`config.mk`:
```
export PLATFORM = sky130hd
export DESIGN_NAME = adf4351_lock_mon
export DESIGN_NICKNAME = d
export VERILOG_FILES = /design/src/rtl/adf4351_pkg.sv /design/src/rtl/adf4351_lock_mon_ld_debounce.sv /design/src/rtl/adf4351_lock_mon.sv
export SDC_FILE = /design/constraint.sdc
export NUM_CORES = 1
export LEC_CHECK = 0
export BUFFER_PORTS_ARGS = -buffer_cell sky130_fd_sc_hd__buf_4
export CORE_ASPECT_RATIO = 0.9
export CORE_UTILIZATION = 53
export CTS_CLUSTER_DIAMETER = 80
export DETAILED_ROUTE_END_ITERATION = 8
export GPL_TIMING_DRIVEN = 0
export PLACE_DENSITY = 0.75
export SLEW_MARGIN = 10
export SYNTH_ARGS = -nofsm -noshare
export SYNTH_HDL_FRONTEND = slang
export SYNTH_SLANG_ARGS = --single-unit
```
`constraint.sdc`:
```
create_clock -name clk_50 -period 1.6 [get_ports clk_50]
set_input_delay 0.24 -clock clk_50 [delete_from_list [all_inputs] [get_ports clk_50]]
set_output_delay 0.24 -clock clk_50 [all_outputs]
set_load 0.005 [all_outputs]
```
`src/rtl/adf4351_pkg.sv`:
```
// Shared ADF4351 lock-monitor definitions: state encoding, counter widths and
// default timing constants, also used by the PLL programmer.
package adf4351_pkg;

  localparam int unsigned STATE_W    = 3;
  localparam int unsigned LOST_CNT_W = 8;

  // Defaults assume a 50 MHz clk_50.
  localparam int unsigned DEF_SYNC_STAGES      = 2;
  localparam int unsigned DEF_DEBOUNCE_CYC     = 5000;    // 100 us
  localparam int unsigned DEF_LOCK_TIMEOUT_CYC = 500000;  // 10 ms
  localparam int unsigned DEF_MAX_RETRY        = 3;

  typedef enum logic [STATE_W-1:0] {
    ST_IDLE      = 3'd0,
    ST_WAIT_LOCK = 3'd1,
    ST_LOCKED    = 3'd2,
    ST_RELOCK    = 3'd3,
    ST_FAULT     = 3'd4
  } lock_state_e;

  // One spare bit over $clog2 so a counter can hold its limit without wrapping.
  function automatic int unsigned cnt_width(input int unsigned limit);
    return $clog2(limit) + 1;
  endfunction

endpackage

```
`src/rtl/adf4351_lock_mon_ld_debounce.sv`:
```
// Synchroniser plus debouncer for the asynchronous ADF4351 lock-detect pin.
module ld_debounce
  import adf4351_pkg::*;
#(
  parameter int unsigned SYNC_STAGES  = DEF_SYNC_STAGES,
  parameter int unsigned DEBOUNCE_CYC = DEF_DEBOUNCE_CYC
) (
  input  logic clk_50,
  input  logic rst_n,
  input  logic vco_ld,
  output logic ld_deb
);

  localparam int unsigned CNT_W = cnt_width(DEBOUNCE_CYC);
  localparam logic [CNT_W-1:0] CNT_LAST = CNT_W'(DEBOUNCE_CYC - 1);

  logic [SYNC_STAGES-1:0] sync_q, sync_d;
  logic [CNT_W-1:0]       cnt_q, cnt_d;
  logic                   ld_deb_q, ld_deb_d;
  logic                   ld_sync;

  assign ld_sync = sync_q[SYNC_STAGES-1];
  assign ld_deb  = ld_deb_q;

  // Accept a new level only after it has disagreed with ld_deb for
  // DEBOUNCE_CYC consecutive cycles; any agreement restarts the count.
  always_comb begin
    sync_d   = {sync_q[SYNC_STAGES-2:0], vco_ld};
    ld_deb_d = ld_deb_q;
    cnt_d    = '0;
    if (ld_sync != ld_deb_q) begin
      if (cnt_q == CNT_LAST) begin
        ld_deb_d = ld_sync;
      end else begin
        cnt_d = cnt_q + CNT_W'(1);
      end
    end
  end

  always_ff @(posedge clk_50) begin
    if (!rst_n) begin
      sync_q   <= '0;
      cnt_q    <= '0;
      ld_deb_q <= 1'b0;
    end else begin
      sync_q   <= sync_d;
      cnt_q    <= cnt_d;
      ld_deb_q <= ld_deb_d;
    end
  end

endmodule

```
`src/rtl/adf4351_lock_mon.sv`:
```
// ADF4351 lock monitor: debounced lock tracking, lock timeout, relock handshake
// and fault latch. ADF4351_AUTO_RELOCK_EN enables automatic relock requests.
module adf4351_lock_mon
  import adf4351_pkg::*;
#(
  parameter int unsigned SYNC_STAGES      = DEF_SYNC_STAGES,
  parameter int unsigned DEBOUNCE_CYC     = DEF_DEBOUNCE_CYC,
  parameter int unsigned LOCK_TIMEOUT_CYC = DEF_LOCK_TIMEOUT_CYC,
  parameter int unsigned MAX_RETRY        = DEF_MAX_RETRY
) (
  input  logic                  clk_50,
  input  logic                  rst_n,
  input  logic                  vco_ld,
  input  logic                  cfg_done,
  input  logic                  relock_ack,
  input  logic                  err_clr,
  output logic                  relock_req,
  output logic                  pll_locked,
  output logic                  lock_err,
  output logic [LOST_CNT_W-1:0] lock_lost_cnt,
  output logic [STATE_W-1:0]    state_o
);

  localparam int unsigned TMO_W = cnt_width(LOCK_TIMEOUT_CYC);
  localparam logic [TMO_W-1:0] TMO_LAST = TMO_W'(LOCK_TIMEOUT_CYC - 1);

  lock_state_e           state_q, state_d;
  logic [TMO_W-1:0]      tmo_q, tmo_d;
  logic [LOST_CNT_W-1:0] lost_q, lost_d;
  logic                  pll_locked_q, pll_locked_d;
  logic                  lock_err_q, lock_err_d;
  logic                  ld_deb;
  logic                  timeout;
  logic                  loss;

`ifdef ADF4351_AUTO_RELOCK_EN
  localparam int unsigned RETRY_W = cnt_width(MAX_RETRY);
  localparam logic [RETRY_W-1:0] RETRY_MAX = RETRY_W'(MAX_RETRY);

  logic [RETRY_W-1:0] retry_q, retry_d;
  logic               relock_req_q, relock_req_d;

  assign relock_req = relock_req_q;
`else
  logic unused_cfg;

  assign relock_req = 1'b0;
  assign unused_cfg = relock_ack | (MAX_RETRY == 32'd0);
`endif

  ld_debounce #(
    .SYNC_STAGES  (SYNC_STAGES),
    .DEBOUNCE_CYC (DEBOUNCE_CYC)
  ) u_ld_debounce (
    .clk_50 (clk_50),
    .rst_n  (rst_n),
    .vco_ld (vco_ld),
    .ld_deb (ld_deb)
  );

  assign pll_locked    = pll_locked_q;
  assign lock_err      = lock_err_q;
  assign lock_lost_cnt = lost_q;
  assign state_o       = state_q;

  always_comb begin
    state_d = state_q;
    tmo_d   = tmo_q;
    lost_d  = lost_q;
    timeout = 1'b0;
    loss    = 1'b0;
`ifdef ADF4351_AUTO_RELOCK_EN
    retry_d = retry_q;
`endif
    // A fresh register sequence outranks a loss or timeout in the same cycle.
    if (cfg_done && (state_q != ST_FAULT)) begin
      state_d = ST_WAIT_LOCK;
      tmo_d   = '0;
    end else begin
      case (state_q)
        ST_WAIT_LOCK: begin
          if (ld_deb) begin
            state_d = ST_LOCKED;
`ifdef ADF4351_AUTO_RELOCK_EN
            retry_d = '0;
`endif
          end else if (tmo_q == TMO_LAST) begin
            timeout = 1'b1;
          end else begin
            tmo_d = tmo_q + TMO_W'(1);
          end
        end
        ST_LOCKED: begin
          if (!ld_deb) begin
            loss = 1'b1;
            if (lost_q != '1) begin
              lost_d = lost_q + LOST_CNT_W'(1);
            end
          end
        end
`ifdef ADF4351_AUTO_RELOCK_EN
        ST_RELOCK: begin
          if (relock_ack) begin
            state_d = ST_IDLE;
          end
        end
`endif
        ST_FAULT: begin
          if (err_clr) begin
            state_d = ST_IDLE;
`ifdef ADF4351_AUTO_RELOCK_EN
            retry_d = '0;
`endif
          end
        end
        default: state_d = ST_IDLE;
      endcase

`ifdef ADF4351_AUTO_RELOCK_EN
      if (timeout || loss) begin
        if (retry_q == RETRY_MAX) begin
          state_d = ST_FAULT;
        end else begin
          state_d = ST_RELOCK;
          retry_d = retry_q + RETRY_W'(1);
        end
      end
`else
      if (timeout) begin
        state_d = ST_FAULT;
      end
      if (loss) begin
        state_d = ST_WAIT_LOCK;
        tmo_d   = '0;
      end
`endif
    end

    pll_locked_d = (state_d == ST_LOCKED);
    lock_err_d   = (state_d == ST_FAULT);
`ifdef ADF4351_AUTO_RELOCK_EN
    relock_req_d = (state_d == ST_RELOCK);
`endif
  end

  always_ff @(posedge clk_50) begin
    if (!rst_n) begin
      state_q      <= ST_IDLE;
      tmo_q        <= '0;
      lost_q       <= '0;
      pll_locked_q <= 1'b0;
      lock_err_q   <= 1'b0;
`ifdef ADF4351_AUTO_RELOCK_EN
      retry_q      <= '0;
      relock_req_q <= 1'b0;
`endif
    end else begin
      state_q      <= state_d;
      tmo_q        <= tmo_d;
      lost_q       <= lost_d;
      pll_locked_q <= pll_locked_d;
      lock_err_q   <= lock_err_d;
`ifdef ADF4351_AUTO_RELOCK_EN
      retry_q      <= retry_d;
      relock_req_q <= relock_req_d;
`endif
    end
  end

endmodule

```
==> impl_metrics.env, run 1 <==
export IMPL_outcome="finished, violations left"
export IMPL_violations="design-rule violations, negative setup slack"
export IMPL_wl_met2_um=2700
export IMPL_cts_max_level=2
export IMPL_fin_area_mm2=0.00301
export IMPL_max_cap_viol_count=0
export IMPL_synth_top_cell_area_share_pct=43.7
export IMPL_holdWs_ns=0.146
export IMPL_crit_buf_inv=1
export IMPL_vdd_drop_max_mv=0.617
export IMPL_netSwitchingPower_mw=0.456
export IMPL_cp_start_kind="flip-flop"
export IMPL_cts_root_buf="clkbuf_8"
export IMPL_finalSetupViolations=7
export IMPL_clockBufferDepth=2
export IMPL_swShare_pct=20.4
export IMPL_path_class="reg2reg"
export IMPL_rsz0062_at_grt="true"
export IMPL_seq_area_frac_synth_pct=43.7
export IMPL_antenna_cells=0
export IMPL_slowest_stage="dfxtp_4"
export IMPL_die_h_um=64.4
export IMPL_intPower_mw=1.78
export IMPL_syn_area_mm2=0.00229
export IMPL_synth_area_leader_cell="dfxtp_1"
export IMPL_reg2reg_setup_slack_ns=-0.06
export IMPL_antenna_left=0
export IMPL_highest_layer="met4"
export IMPL_path_clk_slew_ns=0.09
export IMPL_p_seq_share_pct=55.6
export IMPL_yosys_warnings=0
export IMPL_clk_latency_ns=0.30
export IMPL_wl_per_cell_um=15.6
export IMPL_start_util_pct=55.8
export IMPL_ys_flop_type="dfxtp_1"
export IMPL_yosysMostFrequentCell="dfxtp_1"
export IMPL_cp_depth=6
export IMPL_grt_pass1_vias=1944
export IMPL_wl_met3_um=248
export IMPL_postSynthAreaPerCell_um2=9.12
export IMPL_syn_num_nets=260
export IMPL_final_max_slew_viol_count=0
export IMPL_pin_count=20
export IMPL_finalCritPeriodShare_pct=104
export IMPL_grt_overflow=0
export IMPL_ys_ff_latch=50
export IMPL_cts_sinks=50
export IMPL_die_w_um=71.3
export IMPL_multi_input_area_mm2=0.00141
export IMPL_cp_end_kind="flip-flop"
export IMPL_grt_pass1_wl_um=8740
export IMPL_async_flop_share_pct=0
export IMPL_place_ws_ns=-0.296
export IMPL_max_freq_ghz=0.602
export IMPL_coreArea_mm2=0.00410
export IMPL_combPwrFrac_pct=4.1
export IMPL_crit_arrival_ns=1.85
export IMPL_ys_top_cells_by_count="dfxtp_1 (50), nor2_1 (44), xor2_1 (24), nand3_1 (20), nand2_1 (14)"
export IMPL_ff_latch_area_mm2=0.00105
export IMPL_grt_use_total_pct=24.4
export IMPL_worst_r2r_path_depth=6
export IMPL_finalNetCount=308
export IMPL_power_leakage_nw=1.11
export IMPL_drt_initial_drc_count=140
export IMPL_antenna_found_initial=0
export IMPL_hold_path_class="in2reg"
export IMPL_place_hpwl_um=3210
export IMPL_crit_family="simple AND/OR/NAND/NOR gates"
export IMPL_portBuffers=17
export IMPL_drt_met1_wl_um=2340
export IMPL_cts_tree="built"
export IMPL_holdBufCountCts=0
export IMPL_fin_ws_ns=-0.0620
export IMPL_drc=4
export IMPL_ys_types=44
export IMPL_vias_per_cell=5.81
export IMPL_grt_max_degree=15
export IMPL_vias=2015
export IMPL_cts_buffers=5
export IMPL_min_period_ns=1.66
export IMPL_rows=22
export IMPL_gp_congestion=0.812
export IMPL_p_clk_share_pct=40.2
export IMPL_wirelength_um=5430
export IMPL_die_area_mm2=0.00459
export IMPL_drt_first_pass_iters=8
export IMPL_worstHoldPathCells=2
export IMPL_cpPeakStageDelay_ns=0.37
export IMPL_syn_inst=251
export IMPL_hold_viol=0
export IMPL_finalClockSkew_ns=0.00534
export IMPL_place_area_mm2=0.00250
export IMPL_cp_max_fo=4
export IMPL_crit_required_ns=1.79
export IMPL_fillerInstances=289
export IMPL_syn2layout_area_growth_pct=31.5
export IMPL_ys_top_cells_by_area="dfxtp_1 (44%), xor2_1 (9.2%), nor2_1 (7.2%), nand3_1 (4.4%), nand4_1 (2.5%)"
export IMPL_p_per_area_mw_per_mm2=742
export IMPL_final_layout_size_suffix_gt1_share_pct=36.5
export IMPL_synth_edf_count=0
export IMPL_path_cells="nor4b_4 > nand4_4 > buf_6 > o211ai_1 > xor2_1 > nor2_1"
==> worst reg2reg max path, cell delays in order, from the launching register on <==
cell	delay [ns]
dfxtp_4	0.37
nor4b_4	0.34
nand4_4	0.17
buf_6	0.16
o211ai_1	0.28
xor2_1	0.18
nor2_1	0.05
==> per-layer routing <==
| layer | up-vias | global-route usage (%) |
|---|---|---|
| li1 | 987 | - |
| met1 | 953 | 31.0 |
| met2 | 59 | 39.3 |
| met3 | 16 | 4.73 |
| met4 | 0 | 12.5 |
| met5 | - | 0 |
==> sequential cells by signal, summed over array words and instances (netlist names) <==
name and cells:
u_ld_debounce.cnt_q 14, tmo_q 20, state_o 3, u_ld_debounce.ld_deb 1
pll_locked 1, lock_err 1, lock_lost_cnt 8, u_ld_debounce.sync_q 2
==> power groups by stage <==
stage	clock network [mW]	logic (mW)	registers [mW]
2_1_floorplan	0	0.0427	1.28
3_3_place_gp	0	0.0693	1.29
3_5_place_dp	0	0.0694	1.29
4_1_cts	0.924	0.0793	1.25
5_1_grt	0.981	0.101	1.24
6_report	0.898	0.0923	1.24
==> worst paths after layout <==
kind,startpoint,to
hold reg to reg,u_ld_debounce.cnt_q[0]$_SDFF_PP0_,u_ld_debounce.cnt_q[0]$_SDFF_PP0_
setup reg to reg,tmo_q[12]$_SDFFE_PP0P_,tmo_q[13]$_SDFFE_PP0P_
hold / removal,vco_ld,u_ld_debounce.sync_q[0]$_SDFF_PN0_
setup / recovery,tmo_q[12]$_SDFFE_PP0P_,tmo_q[13]$_SDFFE_PP0P_
==> timing repair <==
item	in CTS	in global routing
pin swaps	12	24
buffers inserted	14	10
cloned	0	0
setup endpoints to repair	34	36
resized for setup	37	31
==> logic make-up (layout without fill, tap and decap cells) <==
| family | after synthesis | in the layout | synth area share (%) |
|---|---|---|---|
| and+or+nand+nor | 132 | 132 | 32.4 |
| DFF | 50 | 50 | 43.7 |
| xor gates and xnor gates | 30 | 30 | 11.5 |
| AOI/OAI and AO/OA | 25 | 25 | 7.92 |
| buffers and inverters | 8 | 56 | 1.80 |
| adders and majority gates | 3 | 3 | 1.64 |
| muxes | 2 | 2 | 0.874 |
| other | 1 | 1 | 0.164 |
==> placed cells by master (no fill, tap or decap), drive strengths merged, types with 6 or more instances in the layout <==
master	instances
nor4	7
dfxtp	50
nand3	20
xnor2	6
o21ai	7
nand2	14
buf	43
and3	9
xor2	24
clkbuf	9
nor2	44
nand4	11
a21oi	6
==> metrics by stage <==
step,cells,TNS (ns),power (mW),utilization (%)
6_report,347,-0.239,2.23,73.4
5_1_grt,347,-1.92,2.33,73.4
4_1_cts,337,-0.295,2.26,69.4
3_5_place_dp,316,-5.84,1.36,61.0
3_3_place_gp,316,-5.12,1.36,61.0
2_1_floorplan,251,0,1.33,-
==> final cells by class <==
class	instances	share of cell area (%)
Sequential cell	50	35.0
Timing Repair Buffer	41	10.6
Tap cell	48	1.99
Clock buffer	6	2.74
Multi-Input combinational cell	193	46.9
Clock inverter	1	0.997
Inverter	3	0.374
Buffer	5	1.41
(Power assumes the default switching activity.)
==> run 2: changes to the inputs <==
Settings changed: CORE_UTILIZATION 53 to 58, PLACE_DENSITY 0.75 to 0.78.
Clock period 1.6 ns to 1.8 ns, I/O delays scaled along.
==> impl_metrics.env, run 2 (synthesized netlist as in run 1, its figures left out) <==
export IMPL_outcome="finished, final reports clean"
export IMPL_crit_buf_inv=2
export IMPL_grt_pass1_vias=1532
export IMPL_vdd_drop_max_mv=0.446
export IMPL_final_common_cell="nor2_1"
export IMPL_syn2layout_area_growth_pct=19.8
export IMPL_grt_use_total_pct=21.6
export IMPL_clockBufferDepth=2
export IMPL_place_hpwl_um=2960
export IMPL_holdBufCountCts=0
export IMPL_final_max_slew_viol_count=0
export IMPL_final_layout_size_suffix_gt1_share_pct=24.7
export IMPL_largest_reg_flops=20
export IMPL_final_cell_mix="nor2_1 (43), dfxtp_1 (41), buf_4 (30), xor2_1 (24), nand3_1 (17)"
export IMPL_crit_arrival_ns=1.89
export IMPL_drt_first_pass_iters=4
export IMPL_clk_latency_ns=0.31
export IMPL_fillerInstances=274
export IMPL_finalSetupViolations=0
export IMPL_hold_path_class="in2reg"
export IMPL_hold_viol=0
export IMPL_path_class="reg2reg"
export IMPL_portBuffers=17
export IMPL_finalSetupTns_ns=0
export IMPL_antenna_left=0
export IMPL_pin_count=20
export IMPL_slowest_stage="dfxtp_1"
export IMPL_wirelength_um=4470
export IMPL_rows=21
export IMPL_cts_max_level=2
export IMPL_regMostFlops="tmo_q"
export IMPL_finalClockSkew_ns=0.00954
export IMPL_p_per_area_mw_per_mm2=715
export IMPL_reg2reg_setup_slack_ns=0.09
export IMPL_vias_per_cell=5.54
export IMPL_cp_start_kind="flip-flop"
export IMPL_grt_overflow=0
export IMPL_reg2reg_to="tmo_q[0]$_SDFFE_PP0P_"
export IMPL_start_util_pct=60.9
export IMPL_die_h_um=61.6
export IMPL_finalCritPeriodShare_pct=94.9
export IMPL_hold_end="u_ld_debounce.sync_q[0]$_SDFF_PN0_"
export IMPL_cpPeakStageDelay_ns=0.38
export IMPL_cts_sinks=50
export IMPL_antenna_cells=0
export IMPL_coreArea_mm2=0.00376
export IMPL_power_leakage_nw=1.02
export IMPL_cp_max_fo=10
export IMPL_min_from="vco_ld"
export IMPL_worstHoldPathCells=2
export IMPL_cp_end_kind="flip-flop"
export IMPL_gp_congestion=0.878
export IMPL_rsz0062_at_grt="true"
export IMPL_finalNetCount=295
export IMPL_die_area_mm2=0.00420
export IMPL_crit_family="simple AND/OR/NAND/NOR gates"
export IMPL_totalPowerFinal_mw=1.96
export IMPL_grt_pass1_wl_um=6720
export IMPL_max_freq_ghz=0.586
export IMPL_min_period_ns=1.71
export IMPL_drc=0
export IMPL_wl_per_cell_um=13.4
export IMPL_vias=1844
export IMPL_crit_required_ns=1.98
export IMPL_grt_max_degree=16
export IMPL_worst_r2r_path_depth=7
export IMPL_die_w_um=68.2
export IMPL_cts_tree="built"
export IMPL_drt_initial_drc_count=172
export IMPL_cts_buffers=5
export IMPL_antenna_found_initial=0
export IMPL_cts_root_buf="clkbuf_8"
export IMPL_max_cap_viol_count=0
export IMPL_path_cells="nor4b_4 > nand4_2 > buf_4 > o21ai_2 > buf_6 > xor2_1 > nor2_1"
export IMPL_path_clk_slew_ns=0.09
export IMPL_r2r_start="tmo_q[11]$_SDFFE_PP0P_"
-- run 2: final cells by class --
type / instances / area (µm²) / area share, %
multi-input cells: 193 / 1300 / 47.5
flip-flops and latches: 50 / 1020 / 37.1
repair buffers: 29 / 218 / 7.93
clock buffers: 5 / 68.8 / 2.51
well taps: 46 / 57.6 / 2.10
clock inverters: 3 / 40.0 / 1.46
plain buffers: 4 / 27.5 / 1.00
inverters: 3 / 11.3 / 0.410
-- run 2: what timing repair did --
item	in CTS	in global routing
buffers inserted	5	7
setup endpoints to repair	18	34
pin swaps	5	4
gates resized for setup	2	22
-- run 2: worst max-delay path by stage --
stage | startpoint | cells past startpoint | endpoint
6_report | tmo_q[11]$_SDFFE_PP0P_ | 7 | tmo_q[0]$_SDFFE_PP0P_
5_1_grt | tmo_q[4]$_SDFFE_PP0P_ | 5 | tmo_q[15]$_SDFFE_PP0P_
4_1_cts | tmo_q[0]$_SDFFE_PP0P_ | 6 | tmo_q[14]$_SDFFE_PP0P_
3_5_place_dp | tmo_q[0]$_SDFFE_PP0P_ | 6 | tmo_q[14]$_SDFFE_PP0P_
3_3_place_gp | tmo_q[0]$_SDFFE_PP0P_ | 6 | tmo_q[14]$_SDFFE_PP0P_
2_1_floorplan | lock_lost_cnt[0]$_SDFFE_PN0P_ | 6 | lock_lost_cnt[6]$_SDFFE_PN0P_
-- run 2: per-stage QoR --
| stage | instances | worst slack [ns] | cell area [µm²] | hold WS, ns | util, % |
|---|---|---|---|---|---|
| 2_1_floorplan | 251 | 0.0701 | 2290 | 0.392 | - |
| 3_3_place_gp | 314 | -0.0843 | 2470 | 0.430 | 65.9 |
| 5_1_grt | 333 | -0.0620 | 2740 | 0.163 | 73.0 |
| 6_report | 333 | 0.0925 | 2740 | 0.169 | 73.0 |
| 4_1_cts | 326 | 0.00317 | 2630 | 0.166 | 69.9 |
| 3_5_place_dp | 314 | -0.112 | 2470 | 0.437 | 65.9 |
-- run 2: layer usage --
metal | vias up | global-route usage (%) | part of all wire (%)
met2 | 40 | 32.8 | 45
met1 | 845 | 28.9 | 50
met5 | - | 0 | 0
li1 | 954 | - | -
met3 | 5 | 7.41 | 3.8
met4 | 0 | 6.85 | 1.0
-- run 2: report_power, final --
part	internal [mW]	leakage (nW)	total, mW	switching, mW
sequential	1.11	0.408	1.12	0.00603
clock	0.409	0.0579	0.774	0.365
combinational	0.0316	0.556	0.0713	0.0397
total	1.55	1.02	1.96	0.411
==> run 3: changes to the inputs <==
Clock period 1.8 ns to 1.9 ns, I/O delays scaled along.
==> impl_metrics.env, run 3 (synthesized netlist as in run 1, its figures left out) <==
export IMPL_final_common_cell="dfxtp_1"
export IMPL_grt_use_total_pct=21.5
export IMPL_crit_buf_inv=1
export IMPL_drc=0
export IMPL_die_area_mm2=0.00420
export IMPL_finalCritPeriodShare_pct=95.2
export IMPL_finalSetupTns_ns=0
export IMPL_cpPeakStageDelay_ns=0.39
export IMPL_vias_per_cell=5.54
export IMPL_max_cap_viol_count=0
export IMPL_cp_end_kind="flip-flop"
export IMPL_hold_path_class="in2reg"
export IMPL_final_cell_mix="dfxtp_1 (48), nor2_1 (43), buf_4 (28), xor2_1 (24), nand3_1 (19)"
export IMPL_clk_latency_ns=0.31
export IMPL_wl_per_cell_um=13.4
export IMPL_finalNetCount=294
export IMPL_finalClockSkew_ns=0.00826
export IMPL_crit_family="simple AND/OR/NAND/NOR gates"
export IMPL_cts_sinks=50
export IMPL_vdd_drop_max_mv=0.423
export IMPL_place_area_mm2=0.00247
export IMPL_cp_max_fo=8
export IMPL_vias=1839
export IMPL_grt_pass1_vias=1522
export IMPL_path_clk_slew_ns=0.09
export IMPL_gp_congestion=0.878
export IMPL_holdBufCountCts=0
export IMPL_max_freq_ghz=0.553
export IMPL_grt_max_degree=16
export IMPL_outcome="finished, final reports clean"
export IMPL_wirelength_um=4460
export IMPL_crit_required_ns=2.08
export IMPL_reg2reg_setup_slack_ns=0.09
export IMPL_portBuffers=17
export IMPL_rows=21
export IMPL_pin_count=20
export IMPL_p_per_area_mw_per_mm2=692
export IMPL_drt_initial_drc_count=126
export IMPL_cts_root_buf="clkbuf_8"
export IMPL_antenna_found_initial=0
export IMPL_syn2layout_area_growth_pct=17.3
export IMPL_path_class="reg2reg"
export IMPL_final_layout_size_suffix_gt1_share_pct=20.3
export IMPL_die_h_um=61.6
export IMPL_final_max_slew_viol_count=0
export IMPL_cts_tree="built"
export IMPL_grt_overflow=0
export IMPL_clockBufferDepth=2
export IMPL_place_hpwl_um=2960
export IMPL_largest_reg_flops=20
export IMPL_antenna_cells=0
export IMPL_fin_area_mm2=0.00269
export IMPL_crit_arrival_ns=1.99
export IMPL_tightest_slew_ns=0.537
export IMPL_die_w_um=68.2
export IMPL_power_leakage_nw=1.01
export IMPL_min_period_ns=1.81
export IMPL_hold_viol=0
export IMPL_coreArea_mm2=0.00376
export IMPL_cts_buffers=5
export IMPL_cp_start_kind="flip-flop"
export IMPL_final_util_pct=71.5
export IMPL_antenna_left=0
export IMPL_finalSetupViolations=0
export IMPL_slowest_stage="dfxtp_2"
export IMPL_cts_max_level=2
export IMPL_path_cells="ha_2 > nand4_4 > nor4_4 > buf_4 > nand4_1 > xor2_1 > nor2_1"
export IMPL_grt_pass1_wl_um=6670
export IMPL_start_util_pct=60.9
export IMPL_relSlewSlack_pct=64.2
export IMPL_regMostFlops="tmo_q"
export IMPL_drt_first_pass_iters=4
-- run 3: cell count changes in the layout (fill, tap and decap cells not counted), sizes merged --
cell    previous run  this run
buf               31        29
clkbuf             7         8
-- run 3: area by class of cell --
cell class                 count  area [µm²]
buffer                         5        31.3
clock buffer                   5        68.8
clock inverter                 3        40.0
fill                         287        1070
inverter                       3        11.3
multi-input combinational    193        1270
sequential                    50        1000
tap                           46        57.6
timing repair buffer          27         203
-- run 3: per-stage QoR --
step / worst slack [ns] / hold WS, ns / power [mW] / std cells
after floorplan: 0.170 / 0.407 / 1.12 / 251
after global placement: 0.0157 / 0.430 / 1.14 / 314
after detailed placement: -0.0115 / 0.437 / 1.14 / 314
after CTS: 0.0165 / 0.181 / 1.86 / 322
after global routing: -0.00757 / 0.178 / 1.92 / 332
final: 0.0919 / 0.184 / 1.86 / 332
-- run 3: per-layer routing --
metal  share of wire, %  GRT usage [%]  up-vias
met5                  0              0        -
met4                1.3           6.85        0
met3                3.1           7.41        8
met2                 45           32.2       28
met1                 51           28.9      851
li1                   -              -      952
-- run 3: power by group --
part	internal [mW]	switching, mW
combinational	0.0269	0.0363
sequential	1.05	0.00601
clock	0.388	0.348
-- run 3: path summary, 6_finish.rpt --
kind | start | to | depth (start not counted)
max | tmo_q[0]$_SDFFE_PP0P_ | tmo_q[18]$_SDFFE_PP0P_ | 7
min | vco_ld | u_ld_debounce.sync_q[0]$_SDFF_PN0_ | 2
max reg2reg | tmo_q[0]$_SDFFE_PP0P_ | tmo_q[18]$_SDFFE_PP0P_ | 7
min reg2reg | u_ld_debounce.sync_q[0]$_SDFF_PN0_ | u_ld_debounce.sync_q[1]$_SDFF_PN0_ | 1
-- run 3: what timing repair did --
item                                    in CTS  in global routing
gates resized for setup                      0                  9
pin swaps                                    1                  4
setup buffers                                0                 10
endpoints found under the setup margin       1                 23
